===== src/rtl/ram_burst_ctrl.sv =====
// ram_burst_ctrl: initiator-side burst controller for a single-port synchronous RAM.
// Takes burst commands over valid/ready, streams write beats into the RAM one
// per accepted beat, issues back-to-back read addresses and returns the read
// data on a registered stream. Addresses wrap modulo 2^AW.
//
// Ports:
//   clk, rst_n                 system clock, async active-low reset
//   cmd_valid/cmd_ready        command handshake (ready only in IDLE)
//   cmd_write/addr/len         burst direction, start address, beats-1
//   wr_valid/wr_ready/wr_data  write beat stream (ready only in WR)
//   rd_valid/rd_data/rd_last   registered read beat stream, no backpressure
//   busy                       controller not in IDLE
//   ram_addr/ram_rw/ram_din    registered RAM request
//   ram_dout                   RAM read data, valid READ_LAT edges after address launch
//
// state | meaning
// ------+---------------------------------------------------------------
// IDLE  | waiting for a command; RAM held in read mode
// WR    | accepting write beats, one RAM write per accepted beat
// RD    | launching one read address per cycle
// DRAIN | all reads launched; waiting for outstanding tags to return
module ram_burst_ctrl #(
  parameter int AW       = 8,
  parameter int DW       = 32,
  parameter int READ_LAT = 1
) (
  input  logic          clk,
  input  logic          rst_n,
  input  logic          cmd_valid,
  output logic          cmd_ready,
  input  logic          cmd_write,
  input  logic [AW-1:0] cmd_addr,
  input  logic [AW-1:0] cmd_len,
  input  logic          wr_valid,
  output logic          wr_ready,
  input  logic [DW-1:0] wr_data,
  output logic          rd_valid,
  output logic [DW-1:0] rd_data,
  output logic          rd_last,
  output logic          busy,
  output logic [AW-1:0] ram_addr,
  output logic          ram_rw,
  output logic [DW-1:0] ram_din,
  input  logic [DW-1:0] ram_dout
);

  typedef enum logic [1:0] {IDLE, WR, RD, DRAIN} state_e;

  localparam logic [AW-1:0] ONE = {{(AW-1){1'b0}}, 1'b1};

  state_e              state_q, state_d;
  logic [AW-1:0]       cur_q, cur_d;
  logic [AW-1:0]       cnt_q, cnt_d;
  logic [AW-1:0]       ram_addr_q, ram_addr_d;
  logic                ram_rw_q, ram_rw_d;
  logic [DW-1:0]       ram_din_q, ram_din_d;
  logic                rd_valid_q, rd_valid_d;
  logic                rd_last_q, rd_last_d;
  logic [DW-1:0]       rd_data_q, rd_data_d;
  // Read tag pipeline: bit 0 is written at address launch, the MSB exits
  // on the edge where ram_dout is sampled.
  logic [READ_LAT-1:0] tag_v_q, tag_v_d;
  logic [READ_LAT-1:0] tag_l_q, tag_l_d;

  always_comb begin
    state_d    = state_q;
    cur_d      = cur_q;
    cnt_d      = cnt_q;
    ram_addr_d = ram_addr_q;
    ram_rw_d   = 1'b0;
    ram_din_d  = ram_din_q;
    rd_data_d  = rd_data_q;
    tag_v_d    = tag_v_q << 1;
    tag_l_d    = tag_l_q << 1;

    rd_valid_d = tag_v_q[READ_LAT-1];
    rd_last_d  = tag_v_q[READ_LAT-1] & tag_l_q[READ_LAT-1];
    if (tag_v_q[READ_LAT-1]) begin
      rd_data_d = ram_dout;
    end

    case (state_q)
      IDLE: begin
        if (cmd_valid) begin
          cur_d   = cmd_addr;
          cnt_d   = cmd_len;
          state_d = cmd_write ? WR : RD;
        end
      end
      WR: begin
        if (wr_valid) begin
          ram_rw_d   = 1'b1;
          ram_addr_d = cur_q;
          ram_din_d  = wr_data;
          cur_d      = cur_q + ONE;
          cnt_d      = cnt_q - ONE;
          if (cnt_q == '0) begin
            state_d = IDLE;
          end
        end
      end
      RD: begin
        ram_addr_d = cur_q;
        cur_d      = cur_q + ONE;
        cnt_d      = cnt_q - ONE;
        tag_v_d[0] = 1'b1;
        tag_l_d[0] = (cnt_q == '0);
        if (cnt_q == '0) begin
          state_d = DRAIN;
        end
      end
      DRAIN: begin
        // Leave once the last outstanding tag exits on this edge.
        if (tag_v_d == '0) begin
          state_d = IDLE;
        end
      end
      default: state_d = IDLE;
    endcase
  end

  always_ff @(posedge clk or negedge rst_n) begin
    if (!rst_n) begin
      state_q    <= IDLE;
      cur_q      <= '0;
      cnt_q      <= '0;
      ram_addr_q <= '0;
      ram_rw_q   <= 1'b0;
      ram_din_q  <= '0;
      rd_valid_q <= 1'b0;
      rd_last_q  <= 1'b0;
      rd_data_q  <= '0;
      tag_v_q    <= '0;
      tag_l_q    <= '0;
    end else begin
      state_q    <= state_d;
      cur_q      <= cur_d;
      cnt_q      <= cnt_d;
      ram_addr_q <= ram_addr_d;
      ram_rw_q   <= ram_rw_d;
      ram_din_q  <= ram_din_d;
      rd_valid_q <= rd_valid_d;
      rd_last_q  <= rd_last_d;
      rd_data_q  <= rd_data_d;
      tag_v_q    <= tag_v_d;
      tag_l_q    <= tag_l_d;
    end
  end

  assign cmd_ready = (state_q == IDLE);
  assign wr_ready  = (state_q == WR);
  assign busy      = (state_q != IDLE);
  assign ram_addr  = ram_addr_q;
  assign ram_rw    = ram_rw_q;
  assign ram_din   = ram_din_q;
  assign rd_valid  = rd_valid_q;
  assign rd_last   = rd_last_q;
  assign rd_data   = rd_data_q;

endmodule


===== config.mk =====
export PLATFORM = sky130hd
export DESIGN_NAME = ram_burst_ctrl
export DESIGN_NICKNAME = d
export VERILOG_FILES = /design/src/rtl/ram_burst_ctrl.sv
export SDC_FILE = /design/constraint.sdc
export NUM_CORES = 1
export LEC_CHECK = 0
export ABC_AREA = 1
export BUFFER_PORTS_ARGS = -buffer_cell sky130_fd_sc_hd__buf_4
export CAP_MARGIN = 40
export CORE_MARGIN = 1.5
export CORE_UTILIZATION = 52
export DETAILED_ROUTE_END_ITERATION = 16
export GPL_TIMING_DRIVEN = 0
export PLACE_DENSITY = 0.94
export SETUP_SLACK_MARGIN = 0.3
export SLEW_MARGIN = 20
export SYNTH_ARGS = -nofsm -noshare
export SYNTH_HDL_FRONTEND = slang
export SYNTH_SLANG_ARGS = --single-unit

===== constraint.sdc =====
create_clock -name clk -period 2.57 [get_ports clk]
set_clock_uncertainty 0.1 [all_clocks]
set_input_delay 0.1285 -clock clk [delete_from_list [all_inputs] [get_ports clk]]
set_output_delay 0.1285 -clock clk [all_outputs]
set_load 0.005 [all_outputs]

==> flow_summary.toml <==
[floorplanning]
initial_core_util = 0.535
num_io_pins = 163
dieArea_um2 = 8460
rows = 32
die_h_um = 92.0
die_w_um = 92.0
coreArea_um2 = 7690

[final_layout]
multi_input_area_um2 = 1520
nets = 766
synthToLayoutAreaGrowth_pct = 56.1
layout-drive-gt1-share = 0.355
mostFrequentLayoutCells = "163 x buf_4, 149 x nand2_1, 95 x dfrtp_1"
regArea_um2 = 2380
mostFrequentLayoutCell = "buf_4"
stdcell_count = 779
diodes = 0
fill_cells = 403

[sta]
fin_setup_tns_ps = 0
max_slew_margin = 0.601
hold_viol = 0
layout_setup_ws_ps = 678
fmax_mhz = 529
holdWs_ps = 2.66
finalCriticalPeriod_ps = 1890
tightest_slew_ps = 598
finalSetupViolations = 0
drv_slew = 0
rsz0062_at_grt = "false"
period_share = 0.736

[clock_tree]
clockRootBuffer = "clkbuf_8"
cts_tree = "done"
htree_levels = 3
clk_path_buf_depth = 2
numCtsBuffers = 9
path_clk_slew_ps = 90
clock_sinks = 95
insertion_delay_ps = 350

[pwr]
power_density_nw_per_um2 = 1130
p_leak_nw = 3.34
vdd_ir_drop_max_v = 0.000744
power_switching_mw = 2.78
swShare = 0.381
combPwrFrac = 0.483
seq_power_share = 0.376
clkPwrFrac = 0.141
cell_internal_pwr_mw = 4.51

[synth]
synth_top_family_by_area = "simple AND/OR/NAND/NOR gates"
ys_seq_elements = 95
synth-simple-area-share = 0.194
ys_seq_area_frac = 0.578
synth.distinct_cells = 28
postSynthAreaPerCell_um2 = 9.66
synth_mux_area_frac = 0.0958
syn-instance-count = 426
syn_nets = 519
synth_fa_ha_area_frac = 0.0243
ys_warn_count = 0
synthXorXnorAreaFrac = 0.00213
synth_area_um2 = 4120
synth-compound-area-share = 0.0523

[drt]
dr.first_iter.drc_count = 226
antenna_left = 0
firstDrtPassIters = 5
vias_per_cell = 5.16
wl_um = 12700
drc = 0
wl_per_cell_um = 16.4
vias = 4016

[placement]
pre_cts_slack_ps = 728
port_buffers = 162
dpl.hpwl_um = 7750
gp_congestion = 0.909
dp_cells = 691

[critical_path]
path_class = "flip-flop to flip-flop"
crit_path_max_fanout = 10
reg2reg_depth = 8
required_ps = 2730
start_kind = "flip-flop"
setup.worst_path.end_class = "flip-flop"
cp_data_arrival_time_ps = 2050

[global_routing]
grt_max_degree = 53
grt_remaining_overflow = 0
grt_use_total = 0.310
grt_first_pass_wirelength_um = 20200
antenna_found_initial = 0
grt_pass1_vias = 4154

[flow_run]
cap_violations = 0

[min_path]
hold_depth = 4
min_path_type = "input port to flip-flop"

[run_status]
run_status = "completed"
[cell families after synthesis]
group                      after synthesis
adders and majority gates                8
DFF                                     95
and+or+nand+nor                        201
xor gates and xnor gates                 1
buffers and inverters                   48
AOI/OAI and AO/OA                       38
muxes                                   35
[what timing repair did]
action,CTS,global route
hold buffers,73,0
hold endpoints to repair,115,0
buffers inserted,0,0
resized for setup,0,0
[metal layers]
layer	share of wire	global-route usage	up-vias
li1	-	-	1846
met1	0.39	0.367	1917
met2	0.52	0.553	202
met3	0.058	0.0547	51
met4	0.037	0.127	0
met5	0	0	-
[Yosys cell counts]
master / count / area share
nand2_2: 3 / 0.0046
o211ai_1: 1 / 0.0018
ha_1: 8 / 0.024
dfrtp_1: 95 / 0.58
clkinv_1: 1 / 0.00091
inv_2: 2 / 0.0018
inv_1: 28 / 0.026
nand3_1: 15 / 0.018
buf_4: 1 / 0.0018
o21ai_1: 2 / 0.0024
or2_2: 3 / 0.0046
nor2_1: 26 / 0.024
clkbuf_1: 2 / 0.0018
a21oi_1: 11 / 0.013
o21ai_0: 16 / 0.019
a21oi_2: 1 / 0.0021
o21ai_2: 1 / 0.0021
buf_2: 11 / 0.013
nand2_1: 149 / 0.14
a22oi_1: 1 / 0.0018
o22ai_1: 4 / 0.0061
mux2_2: 35 / 0.096
o31ai_2: 1 / 0.0030
nor2_2: 1 / 0.0015
buf_6: 3 / 0.0082
nand4_1: 3 / 0.0046
nor3_1: 1 / 0.0012
xor2_1: 1 / 0.0021
[worst paths after layout]
path | start | slack [ps] | end
max in group asynchronous | rst_n | 1520 | rd_data[19]
min in group asynchronous | rst_n | 210 | ram_addr[4]
worst max register to register | state_q[0] | 680 | cur_q[5]
worst max-delay path | state_q[0] | 680 | cur_q[5]
worst min-delay path | cmd_write | 3 | state_q[1]
worst min register to register | rd_valid_d | 290 | rd_valid
[power by group through the flow]
stage	registers, mW	clock network (mW)	logic, mW
after floorplan	2.67	0	1.79
after global routing	2.81	1.09	3.84
after CTS	2.68	1.03	3.43
final	2.74	1.03	3.52
after global placement	2.65	0	3.17
after detailed placement	2.70	0	3.33
[through the flow]
step                instance area [um2]  total power [mW]  utilization
global route                       6420              7.75        0.835
global placement                   5460              5.82        0.710
floorplan                          4120              4.46            -
finish                             6420              7.28        0.835
detailed placement                 5490              6.03        0.714
CTS                                6420              7.13        0.835
[flip-flops by register name, summed over array words and instances, names as in the netlist]
| name | count |
|---|---|
| ram_rw | 1 |
| rd_valid | 1 |
| rd_last | 1 |
| ram_din | 32 |
| ram_addr | 8 |
| tag_l_q | 1 |
| cur_q | 8 |
| cnt_q | 8 |
| rd_valid_d | 1 |
| state_q | 2 |
| rd_data | 32 |
[area by class of cell]
| type | count | share of cell area |
|---|---|---|
| Clock inverter | 4 | 0.00838 |
| Sequential cell | 95 | 0.370 |
| Clock buffer | 11 | 0.0236 |
| Timing Repair Buffer | 236 | 0.307 |
| Inverter | 31 | 0.0181 |
| Tap cell | 102 | 0.0199 |
| Multi-Input combinational cell | 283 | 0.236 |
| Buffer | 17 | 0.0162 |
[worst max-delay path, cell delays in order, from the launching register on]
cell	delay, ps
dfrtp_1	430
inv_1	110
ha_1	280
buf_4	150
clkinv_1	280
o21ai_0	270
nand2_1	70
nand2_1	70
inv_1	30
(Power assumes the default switching activity.)
